===== src/rtl/lcd_pkg.sv =====
// Shared definitions for the LCD command host.
//   - Command codes understood by the LCD image controller.
//   - Script / image sizing constants.
//   - Host FSM state encoding.
//   - cmd_is_invalid(): true for the reserved codes 12-15, which the
//     host skips instead of issuing.
package lcd_pkg;

  localparam int CMD_DEPTH = 64;
  localparam int PIX_NUM   = 64;
  localparam int ADDR_W    = 6;
  localparam int CNT_W     = 7;

  localparam logic [3:0] CMD_WRITE       = 4'd0;
  localparam logic [3:0] CMD_SHIFT_UP    = 4'd1;
  localparam logic [3:0] CMD_SHIFT_DOWN  = 4'd2;
  localparam logic [3:0] CMD_SHIFT_LEFT  = 4'd3;
  localparam logic [3:0] CMD_SHIFT_RIGHT = 4'd4;
  localparam logic [3:0] CMD_MAX         = 4'd5;
  localparam logic [3:0] CMD_MIN         = 4'd6;
  localparam logic [3:0] CMD_AVERAGE     = 4'd7;
  localparam logic [3:0] CMD_ROT_LEFT    = 4'd8;
  localparam logic [3:0] CMD_ROT_RIGHT   = 4'd9;
  localparam logic [3:0] CMD_MIRROR_X    = 4'd10;
  localparam logic [3:0] CMD_MIRROR_Y    = 4'd11;

  localparam logic [2:0] ST_IDLE    = 3'd0;
  localparam logic [2:0] ST_FETCH   = 3'd1;
  localparam logic [2:0] ST_LOAD    = 3'd2;
  localparam logic [2:0] ST_READY   = 3'd3;
  localparam logic [2:0] ST_ISSUE   = 3'd4;
  localparam logic [2:0] ST_COLLECT = 3'd5;
  localparam logic [2:0] ST_FINISH  = 3'd6;

  function automatic logic cmd_is_invalid(input logic [3:0] c);
    return (c > CMD_MIRROR_Y);
  endfunction

endpackage


===== src/rtl/lcd_iram_monitor.sv =====
// Observer for the controller's IRAM write stream.
// Accumulates a 16-bit checksum of the written data, counts accepted beats
// and flags out-of-order addresses or a wrong beat total at run end.
// Ports:
//   clk, reset      clock, synchronous active-high reset
//   clr_i           clears all results (run start)
//   en_i            beats and done are only observed while high
//   beat_valid_i    IRAM write strobe
//   beat_addr_i     IRAM write address
//   beat_data_i     IRAM write data
//   done_i          controller run-complete pulse
//   checksum_o      sum of accepted data, mod 2^16
//   beat_cnt_o      accepted beat count
//   err_o           sticky address-order / beat-total error
module lcd_iram_monitor
  import lcd_pkg::*;
(
  input  logic              clk,
  input  logic              reset,
  input  logic              clr_i,
  input  logic              en_i,
  input  logic              beat_valid_i,
  input  logic [ADDR_W-1:0] beat_addr_i,
  input  logic [7:0]        beat_data_i,
  input  logic              done_i,
  output logic [15:0]       checksum_o,
  output logic [CNT_W-1:0]  beat_cnt_o,
  output logic              err_o
);

  logic [15:0]      checksum_q, checksum_d;
  logic [CNT_W-1:0] beat_cnt_q, beat_cnt_d;
  logic             err_q, err_d;
  logic             beat;

  assign beat = en_i & beat_valid_i;

  always_comb begin
    checksum_d = checksum_q;
    beat_cnt_d = beat_cnt_q;
    err_d      = err_q;
    if (clr_i) begin
      checksum_d = '0;
      beat_cnt_d = '0;
      err_d      = 1'b0;
    end else begin
      if (beat) begin
        checksum_d = checksum_q + {8'h00, beat_data_i};
        beat_cnt_d = beat_cnt_q + CNT_W'(1);
        if (beat_addr_i != beat_cnt_q[ADDR_W-1:0]) begin
          err_d = 1'b1;
        end
      end
      // The total is judged after including a beat that coincides with done.
      if (en_i && done_i && (beat_cnt_d != CNT_W'(PIX_NUM))) begin
        err_d = 1'b1;
      end
    end
  end

  always_ff @(posedge clk) begin
    if (reset) begin
      checksum_q <= '0;
      beat_cnt_q <= '0;
      err_q      <= 1'b0;
    end else begin
      checksum_q <= checksum_d;
      beat_cnt_q <= beat_cnt_d;
      err_q      <= err_d;
    end
  end

  assign checksum_o = checksum_q;
  assign beat_cnt_o = beat_cnt_q;
  assign err_o      = err_q;

endmodule


===== src/rtl/lcd_cmd_host.sv =====
// Command-issuing host for the LCD image controller.
// Walks a 4-bit command script in the command ROM, hands each command to
// the controller over cmd/cmd_valid/busy, and after the Write command
// observes the IRAM write stream through lcd_iram_monitor.
// Ports:
//   clk, reset           clock, synchronous active-high reset
//   start                run start pulse (accepted in IDLE / FINISH)
//   CROM_rd, CROM_A      command ROM read strobe and address
//   CROM_Q               command word, valid the cycle after CROM_rd
//   cmd, cmd_valid       command and one-cycle strobe to the controller
//   busy                 controller busy, sampled only in READY
//   IRAM_valid/A/D       controller IRAM write stream
//   done                 controller run-complete pulse
//   run_done             high while the run is finished
//   checksum, beat_cnt   IRAM stream results
//   err                  sticky error (invalid cmd, overrun, stream error)
//
// state   | meaning
// IDLE    | waiting for start after reset
// FETCH   | ROM read strobe for current script address
// LOAD    | capture ROM data into cmd_r
// READY   | wait for busy low, then issue or skip cmd_r
// ISSUE   | cmd_valid high for this cycle only
// COLLECT | observing the IRAM stream until done
// FINISH  | run complete, results held
module lcd_cmd_host
  import lcd_pkg::*;
(
  input  logic              clk,
  input  logic              reset,
  input  logic              start,
  input  logic [3:0]        CROM_Q,
  output logic              CROM_rd,
  output logic [ADDR_W-1:0] CROM_A,
  output logic [3:0]        cmd,
  output logic              cmd_valid,
  input  logic              busy,
  input  logic              IRAM_valid,
  input  logic [ADDR_W-1:0] IRAM_A,
  input  logic [7:0]        IRAM_D,
  input  logic              done,
  output logic              run_done,
  output logic [15:0]       checksum,
  output logic [CNT_W-1:0]  beat_cnt,
  output logic              err
);

  logic [2:0]        state_q, state_d;
  logic [ADDR_W-1:0] addr_q, addr_d;
  logic [3:0]        cmd_r_q, cmd_r_d;
  logic [3:0]        cmd_q, cmd_d;
  logic              err_q, err_d;
  logic              start_ok;
  logic              last_addr;
  logic              step;
  logic              mon_err;

  assign start_ok  = start && ((state_q == ST_IDLE) || (state_q == ST_FINISH));
  assign last_addr = (addr_q == ADDR_W'(CMD_DEPTH - 1));

  always_comb begin
    state_d = state_q;
    addr_d  = addr_q;
    cmd_r_d = cmd_r_q;
    cmd_d   = cmd_q;
    err_d   = err_q;
    step    = 1'b0;
    if (start_ok) begin
      state_d = ST_FETCH;
      addr_d  = '0;
      err_d   = 1'b0;
    end else begin
      case (state_q)
        ST_FETCH: state_d = ST_LOAD;
        ST_LOAD: begin
          cmd_r_d = CROM_Q;
          state_d = ST_READY;
        end
        ST_READY: begin
          if (!busy) begin
            if (cmd_is_invalid(cmd_r_q)) begin
              err_d = 1'b1;
              step  = 1'b1;
            end else begin
              cmd_d   = cmd_r_q;
              state_d = ST_ISSUE;
            end
          end
        end
        ST_ISSUE: begin
          if (cmd_r_q == CMD_WRITE) begin
            state_d = ST_COLLECT;
          end else begin
            step = 1'b1;
          end
        end
        ST_COLLECT: begin
          if (done) begin
            state_d = ST_FINISH;
          end
        end
        default: ;
      endcase
      // Leaving the last ROM slot without a Write is a script overrun;
      // the address never wraps back to 0.
      if (step) begin
        if (last_addr) begin
          err_d   = 1'b1;
          state_d = ST_FINISH;
        end else begin
          addr_d  = addr_q + ADDR_W'(1);
          state_d = ST_FETCH;
        end
      end
    end
  end

  always_ff @(posedge clk) begin
    if (reset) begin
      state_q <= ST_IDLE;
      addr_q  <= '0;
      cmd_r_q <= '0;
      cmd_q   <= '0;
      err_q   <= 1'b0;
    end else begin
      state_q <= state_d;
      addr_q  <= addr_d;
      cmd_r_q <= cmd_r_d;
      cmd_q   <= cmd_d;
      err_q   <= err_d;
    end
  end

  lcd_iram_monitor u_mon (
    .clk          (clk),
    .reset        (reset),
    .clr_i        (start_ok),
    .en_i         (state_q == ST_COLLECT),
    .beat_valid_i (IRAM_valid),
    .beat_addr_i  (IRAM_A),
    .beat_data_i  (IRAM_D),
    .done_i       (done),
    .checksum_o   (checksum),
    .beat_cnt_o   (beat_cnt),
    .err_o        (mon_err)
  );

  assign CROM_rd   = (state_q == ST_FETCH);
  assign CROM_A    = addr_q;
  assign cmd       = cmd_q;
  assign cmd_valid = (state_q == ST_ISSUE);
  assign run_done  = (state_q == ST_FINISH);
  assign err       = err_q | mon_err;

endmodule


===== config.mk =====
export PLATFORM = sky130hd
export DESIGN_NAME = lcd_cmd_host
export DESIGN_NICKNAME = d
export VERILOG_FILES = /design/src/rtl/lcd_pkg.sv /design/src/rtl/lcd_iram_monitor.sv /design/src/rtl/lcd_cmd_host.sv
export SDC_FILE = /design/constraint.sdc
export NUM_CORES = 1
export LEC_CHECK = 0
export BUFFER_PORTS_ARGS = -buffer_cell sky130_fd_sc_hd__buf_2
export CAP_MARGIN = 20
export CORE_ASPECT_RATIO = 0.8
export CORE_UTILIZATION = 30
export DETAILED_ROUTE_END_ITERATION = 16
export GPL_ROUTABILITY_DRIVEN = 1
export PLACE_DENSITY_LB_ADDON = 0.3
export SYNTH_ARGS = -nofsm -noshare
export SYNTH_HDL_FRONTEND = slang
export SYNTH_SLANG_ARGS = --single-unit

===== constraint.sdc =====
create_clock -name clk -period 3.05 [get_ports clk]
set_clock_uncertainty 0.1 [all_clocks]
set_input_delay 0.61 -clock clk [delete_from_list [all_inputs] [get_ports clk]]
set_output_delay 0.61 -clock clk [all_outputs]
set_load 0.01 [all_outputs]

==> run_results.csv, run 1 <==
group,metric,value,unit
die,die_area,8570,µm²
place,numPortBuffers,60,
route,drc,0,
timing,setup_viol,0,
die,io_pins,61,
layout,area_growth,21.7,%
setup_path,cp.required,3.18,ns
setup_path,worstSetupStartpointType,"input pin",
place,dp_slack,0.324,ns
global_routing,grt_pass1_vias,2113,
synth,ys.warnings.count,0,
setup_path,cp_max_fo,7,
synth,syn_inst,295,
clock_tree,postCtsSetupBuffers,0,
route,dr.pass1.iters,4,
clock_tree,cts-buffers-inserted,5,
synth,ys.flop_type,"dfxtp_1",
timing,fin_ws,0.601,ns
synth,syn_avg_cell_area,8.34,µm²
route,viasPerCell,5.01,
synth,ys_seq_area_share,34.2,%
die,core_area,7950,µm²
synth,synth_edf_count,0,
layout,layout-drive-gt1-share,22.7,%
timing,clock.fmax,408,MHz
clock_tree,ctsLongestPathBuffers,2,
layout,fin_nets,389,
global_routing,grt_max_degree,28,
hold_path,hold_path_class,"flop to flop",
route,vias,2308,
status,status,"finished, final reports clean",
synth,yosys.cell_types.count,57,
route,drt-initial-drc-count,77,
synth,async_reset_ff_share,0,%
synth,synth_most_common_cell,"dfxtp_1",
die,start_util,31.0,%
clock_tree,cts_tree,"built",
clock_tree,post_cts_resized,0,
synth,ys_ff_latch,42,
layout,n_antenna_cell,0,
timing,hold_viol_final,0,
clock_tree,cts.reportedPaths.clkPinSlew,0.09,ns
timing,fin_tns_setup,0,ns
timing,rsz0062_at_grt,"false",
place,routabilityCongestion,0.788,
clock_tree,clock_sinks,42,
die,placementRows,29,
global_routing,grt_first_pass_wirelength,9780,µm
timing,tightest_slew,0.582,ns
die,die_w,103,µm
synth,synth_top_area_share,34.2,%
synth,synth_area_leaders,"dfxtp_1 34%, ha_1 6.1%, nand2_1 4.7%",
die,die_h,83.0,µm
synth,synth.largest_area_cell,"dfxtp_1",
route,wl,6000,µm
clock_tree,worst_skew_pair.late_latency,0.29,ns
timing,slew_headroom,61.1,%
place,hpwl,4320,µm
power_and_ir_drop,p_per_area,501,nW/µm²
synth,synth_common_cells,"42 x dfxtp_1, 31 x nand2_1, 26 x nor2_1",
global_routing,grt_overflow,0,
synth,syn_nets,332,
global_routing,grt_usage,14.3,%
setup_path,end_kind,"flop",
power_and_ir_drop,leakage,1.26,nW
synth,netlist_area,2460,µm²
route,post_drt_wl_per_cell,13.0,µm
timing,min_period,2.45,ns
run,maxCapViolCount,0,
global_routing,grt_antenna_before_repair,0,
route,antenna_left,0,
power_and_ir_drop,ir_worst_vdd,0.000189,V
clock_tree,cts_max_level,2,
timing,slew_viol_final,0,
clock_tree,cts_hold_buf,0,
setup_path,worst_ep_arrival_time,2.58,ns
timing,fin_crit_sh,80.3,%
setup_path,crit_type,"input pin to flop",
layout,stdcell_area,3000,µm²
clock_tree,clock_tree.root_cell,"clkbuf_8",
place,post_dp_cell_area,2860,µm²
state kept, by name, indices dropped and copies added, names as in the netlist:
signal            flops
u_mon.checksum_o     16
cmd_r_q               4
u_mon.beat_cnt_o      7
err_q                 1
CROM_A                6
u_mon.err_o           1
cmd                   4
state_q               3
final cells by class:
| type | instances | area (µm²) |
|---|---|---|
| fillers | 841 | 4950 |
| multi-input cells | 231 | 1530 |
| flip-flops and latches | 42 | 841 |
| repair buffers | 66 | 365 |
| well taps | 108 | 135 |
| clock buffers | 7 | 76.3 |
| clock inverters | 1 | 30.0 |
| inverters | 6 | 22.5 |
where the power goes:
group	leakage, nW	internal, mW	total, mW	switching (mW)
clock	0.0524	0.245	0.441	0.195
sequential	0.339	0.578	0.635	0.0565
combinational	0.870	0.182	0.425	0.243
total	1.26	1.01	1.50	0.495
final timing paths:
check / slack [ns] / from / cells past startpoint / endpoint
min reg2reg: 0.37 / u_mon.checksum_o[15]$_SDFFE_PP0N_ / 2 / u_mon.checksum_o[15]$_SDFFE_PP0N_
max: 0.60 / IRAM_D[0] / 8 / u_mon.checksum_o[12]$_SDFFE_PP0N_
max reg2reg: 0.70 / u_mon.checksum_o[0]$_SDFFE_PP0N_ / 7 / u_mon.checksum_o[12]$_SDFFE_PP0N_
min: 0.37 / u_mon.checksum_o[15]$_SDFFE_PP0N_ / 2 / u_mon.checksum_o[15]$_SDFFE_PP0N_
layout by cell type (no fill, tap or decap), types with 3 or more instances in the layout:
cell and count:
a31oi_1 6, nand2_1 31, xor2_1 11, or3_1 6, mux2i_1 8, o211ai_1 5, ha_1 12, buf_4 5
clkbuf_8 5, dfxtp_1 42, nand4_1 7, xnor2_1 9, a21oi_1 19, a2111o_1 3, buf_2 60, o21ai_0 11
or4_1 3, nor3_1 9, inv_1 6, nand3_1 11, nor2_1 26, o21ai_1 3, nand2b_1 6, o41ai_1 3
kinds of logic (layout without fill, tap and decap cells):
family | count (synthesis) | count (layout) | share of synthesized area [%]
compound gates | 71 | 71 | 19.4
xor+xnor | 20 | 20 | 7.12
fa+ha+maj | 13 | 13 | 6.91
buf+inv | 22 | 80 | 3.86
mux | 8 | 8 | 3.25
flops | 42 | 42 | 34.2
simple gates | 119 | 119 | 25.3
worst max-delay path: stages:
cell	delay, ns
buf_2	0.10
ha_1	0.22
fa_1	0.43
a211oi_1	0.32
o21bai_1	0.16
o22ai_1	0.38
nand2b_1	0.18
mux2i_1	0.17
per-layer routing:
layer,routed length (µm),track usage [%]
met5,0,0
met2,2480,21.0
met1,3270,21.2
met4,55,3.97
met3,195,2.61
per-stage QoR:
stage                     util [%]  power, mW  hold WS, ns  std cells
after CTS                     37.3       1.50        0.371        460
after floorplan                  -      0.929        0.344        295
after global routing          37.7       1.60        0.402        461
final                         37.7       1.50        0.369        461
after global placement        36.0       1.04        0.359        452
after detailed placement      36.0       1.05        0.358        452
No activity file was read; power rests on OpenSTA's default activity.
==> run 2: changes to the inputs <==
Clock period 3.05 ns to 2.42 ns, I/O delays scaled along.
==> run_results.csv, run 2 (synthesis gave the netlist of run 1 again) <==
group,metric,value,unit
status,status,"finished, final reports clean",
hold_path,min_from,"CROM_Q[2]",
layout,nFillCells,825,
timing,min_period,2.22,ns
global_routing,grt_usage,14.6,%
layout,stdcell_count,469,
global_routing,grt_antenna_before_repair,0,
place,dp_slack,-0.0282,ns
die,core_area,7950,µm²
layout,stdcell_area,3070,µm²
die,die_area,8570,µm²
layout,fin_nets,397,
place,routabilityCongestion,0.780,
place,dp_cells,461,
clock_tree,cts-buffers-inserted,5,
power_and_ir_drop,p_per_area,651,nW/µm²
run,maxCapViolCount,0,
clock_tree,clock_sinks,42,
setup_path,worst_ep_arrival_time,2.30,ns
timing,fin_ws,0.202,ns
layout,final_common_cell,"buf_2",
setup_path,cpPeakStageDelay,0.65,ns
die,die_w,103,µm
timing,fin_crit_sh,91.7,%
route,wl,6000,µm
power_and_ir_drop,power.switching,0.641,mW
die,io_pins,61,
layout,layout-drive-gt1-share,24.9,%
power_and_ir_drop,power.share.clock,34.2,%
route,antenna_left,0,
route,post_drt_wl_per_cell,12.8,µm
timing,hold_viol_final,0,
route,drc,0,
setup_path,worstSetupStartpointType,"flop",
clock_tree,clock_tree.root_cell,"clkbuf_8",
timing,tightest_slew,0.585,ns
timing,rsz0062_at_grt,"false",
layout,layout_common_cells,"60 x buf_2, 42 x dfxtp_1, 31 x nand2_1, 26 x nor2_1, 19 x a21oi_1",
setup_path,crit_end,"u_mon.err_o$_SDFFE_PP0P_",
timing,clock.fmax,451,MHz
power_and_ir_drop,netSwitchingFraction,32.1,%
setup_path,r2r_setup_slack,0.20,ns
hold_path,holdPathStages,3,
setup_path,cp.depth,5,
global_routing,grt_max_degree,18,
power_and_ir_drop,total_power,1.99,mW
die,placementRows,29,
setup_path,r2r_cells,5,
power_and_ir_drop,p_int,1.35,mW
setup_path,cp_max_fo,13,
setup_path,end_kind,"flop",
clock_tree,ctsLongestPathBuffers,2,
clock_tree,cts_tree,"built",
place,hpwl,4460,µm
layout,n_antenna_cell,0,
route,dr.pass1.iters,4,
setup_path,critPathSlowestCell,"or4b_2",
power_and_ir_drop,seq_power_share,40.2,%
setup_path,crit_type,"flop to flop",
setup_path,critPathTopFamily,"simple AND/OR/NAND/NOR gates",
clock_tree,postCtsSetupBuffers,0,
power_and_ir_drop,p_comb_share,25.6,%
route,vias,2363,
setup_path,crit_start,"state_q[0]$_SDFFE_PP0P_",
setup_path,critPathBufInv,0,
hold_path,hold_path_class,"input pin to flop",
clock_tree,cts_max_level,2,
clock_tree,cts.reportedPaths.clkPinSlew,0.09,ns
timing,setup_viol,0,
global_routing,grt_first_pass_wirelength,9960,µm
power_and_ir_drop,ir_worst_vdd,0.000309,V
setup_path,timing.rr.start,"state_q[0]$_SDFFE_PP0P_",
power_and_ir_drop,leakage,1.31,nW
clock_tree,worst_skew_pair.late_latency,0.30,ns
die,die_h,83.0,µm
timing,slew_viol_final,0,
clock_tree,cts_hold_buf,0,
setup_path,path_cells,"nand4b_1, or4b_2, a31oi_1, o221a_1, o41ai_1",
setup_path,cp.required,2.50,ns
layout,area_growth,24.6,%
setup_path,rr_endpoint,"u_mon.err_o$_SDFFE_PP0P_",
route,viasPerCell,5.04,
route,drt-initial-drc-count,82,
timing,slew_headroom,61.0,%
clock_tree,post_cts_resized,0,
die,start_util,31.0,%
place,numPortBuffers,60,
layout,final_util,38.6,%
global_routing,grt_pass1_vias,2123,
layout,largest_reg_flops,16,
place,post_dp_cell_area,2930,µm²
global_routing,grt_overflow,0,
[run 2: worst min path at each step]
stage | end | slack (ns)
finish | cmd_r_q[2]$_SDFFE_PP0P_ | 0.32
global route | cmd_r_q[3]$_SDFFE_PP0P_ | 0.31
CTS | cmd_r_q[2]$_SDFFE_PP0P_ | 0.31
detailed placement | u_mon.checksum_o[3]$_SDFFE_PP0N_ | 0.36
global placement | u_mon.checksum_o[3]$_SDFFE_PP0N_ | 0.36
floorplan | u_mon.err_o$_SDFFE_PP0P_ | 0.34
[run 2: routing by layer]
layer	global-route usage [%]	wire (µm)
met5	0	0
met4	3.84	59
met3	2.53	211
met2	22.1	2550
met1	21.3	3180
[run 2: final cells by class]
class | instances | area [µm²] | area share (%)
sequential | 42 | 841 | 27.4
tap | 108 | 135 | 4.41
clock inverter | 3 | 68.8 | 2.24
inverter | 6 | 22.5 | 0.734
timing repair buffer | 74 | 405 | 13.2
multi-input combinational | 231 | 1530 | 49.7
clock buffer | 5 | 68.8 | 2.24
[run 2: power by group through the flow]
stage / sequential [mW] / clock, mW / combinational, mW
detailed placement: 0.818 / 0 / 0.513
global placement: 0.817 / 0 / 0.508
CTS: 0.801 / 0.705 / 0.515
global route: 0.813 / 0.734 / 0.574
finish: 0.802 / 0.682 / 0.511
floorplan: 0.778 / 0 / 0.393
[run 2: worst register-to-register path, stage by stage (launching register included)]
cell and delay (ns):
dfxtp_1 0.60, nand4b_1 0.28, or4b_2 0.65, a31oi_1 0.19
o221a_1 0.21, o41ai_1 0.06
[run 2: through the flow]
stage               TNS, ns  hold slack (ns)
floorplan                 0            0.344
global placement          0            0.355
detailed placement  -0.0282            0.363
CTS                       0            0.308
global route              0            0.313
finish                    0            0.317
==> run 3: changes to the inputs <==
Settings changed: ABC_AREA set to 1.
==> run_results.csv, run 3 <==
group,metric,value,unit
status,status,"finished, final reports clean",
die,die_area,8750,µm²
layout,area_growth,19.7,%
setup_path,critPathSlowestCell,"fa_1",
layout,fin_nets,473,
clock_tree,clock_tree.root_cell,"clkbuf_8",
setup_path,worst_ep_arrival_time,2.23,ns
synth,synth.largest_area_cell,"dfxtp_1",
hold_path,hold_path_class,"input pin to flop",
synth,ys.warnings.count,0,
setup_path,timing.rr.start,"u_mon.checksum_o[0]$_SDFFE_PP0N_",
timing,tightest_slew,0.510,ns
clock_tree,clock_sinks,42,
synth,ys.flop_type,"dfxtp_1",
setup_path,worstSetupStartpointType,"flop",
synth,synth_most_common_cell,"nand2_1",
timing,slew_headroom,65.9,%
place,hpwl,4510,µm
synth,syn_nets,410,
clock_tree,cts_tree,"built",
die,die_h,83.9,µm
layout,final_util,37.5,%
clock_tree,worst_skew_pair.late_latency,0.29,ns
layout,regArea,841,µm²
run,maxCapViolCount,0,
synth,synth_area_leaders,"dfxtp_1 33%, nand2_1 12%, inv_1 8.2%",
timing,fin_tns_setup,0,ns
timing,rsz0062_at_grt,"false",
route,post_drt_wl_per_cell,11.0,µm
die,core_area,8020,µm²
route,vias,2455,
layout,multi_input_area,1400,µm²
global_routing,grt_max_degree,19,
timing,setup_viol,0,
timing,slew_viol_final,0,
route,antenna_left,0,
power_and_ir_drop,total_power,1.60,mW
global_routing,grt_overflow,0,
die,io_pins,61,
global_routing,grt_first_pass_wirelength,10100,µm
timing,hold_viol_final,0,
synth,syn_inst,373,
die,die_w,104,µm
setup_path,crit_start,"u_mon.checksum_o[0]$_SDFFE_PP0N_",
route,dr.pass1.iters,4,
synth,ys_seq_area_share,33.5,%
global_routing,grt_antenna_before_repair,0,
setup_path,cp_max_fo,4,
timing,fin_crit_sh,86.7,%
setup_path,crit_type,"flop to flop",
route,viasPerCell,4.51,
clock_tree,postCtsSetupBuffers,0,
layout,nFillCells,864,
synth,netlist_area,2510,µm²
place,routabilityCongestion,0.842,
synth,synth_common_cells,"83 x nand2_1, 55 x inv_1, 42 x dfxtp_1",
clock_tree,cts_max_level,2,
synth,async_reset_ff_share,0,%
hold_path,min_from,"CROM_Q[0]",
clock_tree,cts-buffers-inserted,5,
global_routing,grt_pass1_vias,2243,
clock_tree,cts.reportedPaths.clkPinSlew,0.08,ns
clock_tree,cts_hold_buf,0,
place,numPortBuffers,60,
setup_path,path_cells,"ha_1, fa_1, nand3_1, nand2_1, a21oi_1, o21ai_0, nand3_1, o21ai_0, nor2_1",
power_and_ir_drop,ir_worst_vdd,0.000168,V
power_and_ir_drop,p_per_area,532,nW/µm²
layout,final_common_cell,"nand2_1",
timing,clock.fmax,477,MHz
die,start_util,31.3,%
clock_tree,ctsLongestPathBuffers,2,
global_routing,grt_usage,14.1,%
setup_path,end_kind,"flop",
route,drt-initial-drc-count,112,
setup_path,critPathBufInv,0,
route,drc,0,
synth,ys_ff_latch,42,
synth,synth_edf_count,0,
synth,synth_top_area_share,33.5,%
synth,yosys.cell_types.count,34,
synth,syn_avg_cell_area,6.74,µm²
power_and_ir_drop,leakage,1.47,nW
timing,min_period,2.10,ns
layout,layout-drive-gt1-share,20.9,%
layout,layout_common_cells,"83 x nand2_1, 60 x buf_2, 55 x inv_1, 42 x dfxtp_1, 37 x nor2_1",
layout,largest_reg_flops,16,
clock_tree,post_cts_resized,0,
setup_path,cpPeakStageDelay,0.41,ns
layout,n_antenna_cell,0,
die,placementRows,29,
setup_path,critPathTopFamily,"adder cells",
route,wl,5980,µm
setup_path,cp.required,2.55,ns
## run 3: cell count changes after synthesis, sizes merged, moves of 8 or more
cell	delta
mux2i	-8
nor2	+16
nand3	+11
clkbuf	-8
o21ai	+14
inv	+51
a21oi	+16
xor2	-8
nand2	+57
## run 3: power by group
group	total, mW	internal [mW]	switching, mW
Combinational	0.390	0.136	0.254
Sequential	0.770	0.734	0.0353
Clock	0.440	0.199	0.240
Total	1.60	1.07	0.530
## run 3: final cells by class
| type | instances | share of cell area (%) |
|---|---|---|
| multi-input cells | 265 | 46.7 |
| flip-flops and latches | 42 | 28.0 |
| repair buffers | 65 | 11.2 |
| inverters | 57 | 7.11 |
| well taps | 108 | 4.49 |
| clock buffers | 7 | 2.54 |
## run 3: logic make-up after synthesis
family                     after synthesis  synth area share, %
and+or+nand+nor                        174                 31.5
AOI/OAI and AO/OA                       70                 14.8
buffers and inverters                   66                 10.7
DFF                                     42                 33.5
adders and majority gates               13                 6.77
xor gates and xnor gates                 8                 2.79
## run 3: layer usage
metal  track usage [%]  routed length (µm)  up-vias
met5                 0                   0        -
li1                  -                   -     1321
met4              3.51                  45        0
met1              19.6                3170     1085
met3              3.28                 304        5
met2              21.7                2460       44
## run 3: path summary, 6_finish.rpt
path / slack, ns / endpoint / cells after the start
max: 0.32 / u_mon.checksum_o[12]$_SDFFE_PP0N_ / 9
min: 0.32 / cmd_r_q[0]$_SDFFE_PP0P_ / 3
max reg2reg: 0.32 / u_mon.checksum_o[12]$_SDFFE_PP0N_ / 9
min reg2reg: 0.35 / cmd[2]$_SDFFE_PP0P_ / 2
## run 3: per-stage QoR
step	worst slack [ns]	instance area (µm²)	hold slack, ns	instances
2_1_floorplan	0.415	2510	0.340	373
3_3_place_gp	0.0950	2930	0.328	537
3_5_place_dp	0.0678	2930	0.343	537
4_1_cts	0.325	3010	0.318	544
5_1_grt	0.0629	3010	0.354	544
6_report	0.323	3010	0.324	544
## run 3: worst reg2reg max path, cell delays in order, from the launching register on
cell     delay, ns
dfxtp_1       0.34
ha_1          0.21
fa_1          0.41
nand3_1       0.10
nand2_1       0.08
a21oi_1       0.23
o21ai_0       0.21
nand3_1       0.16
o21ai_0       0.08
nor2_1        0.11
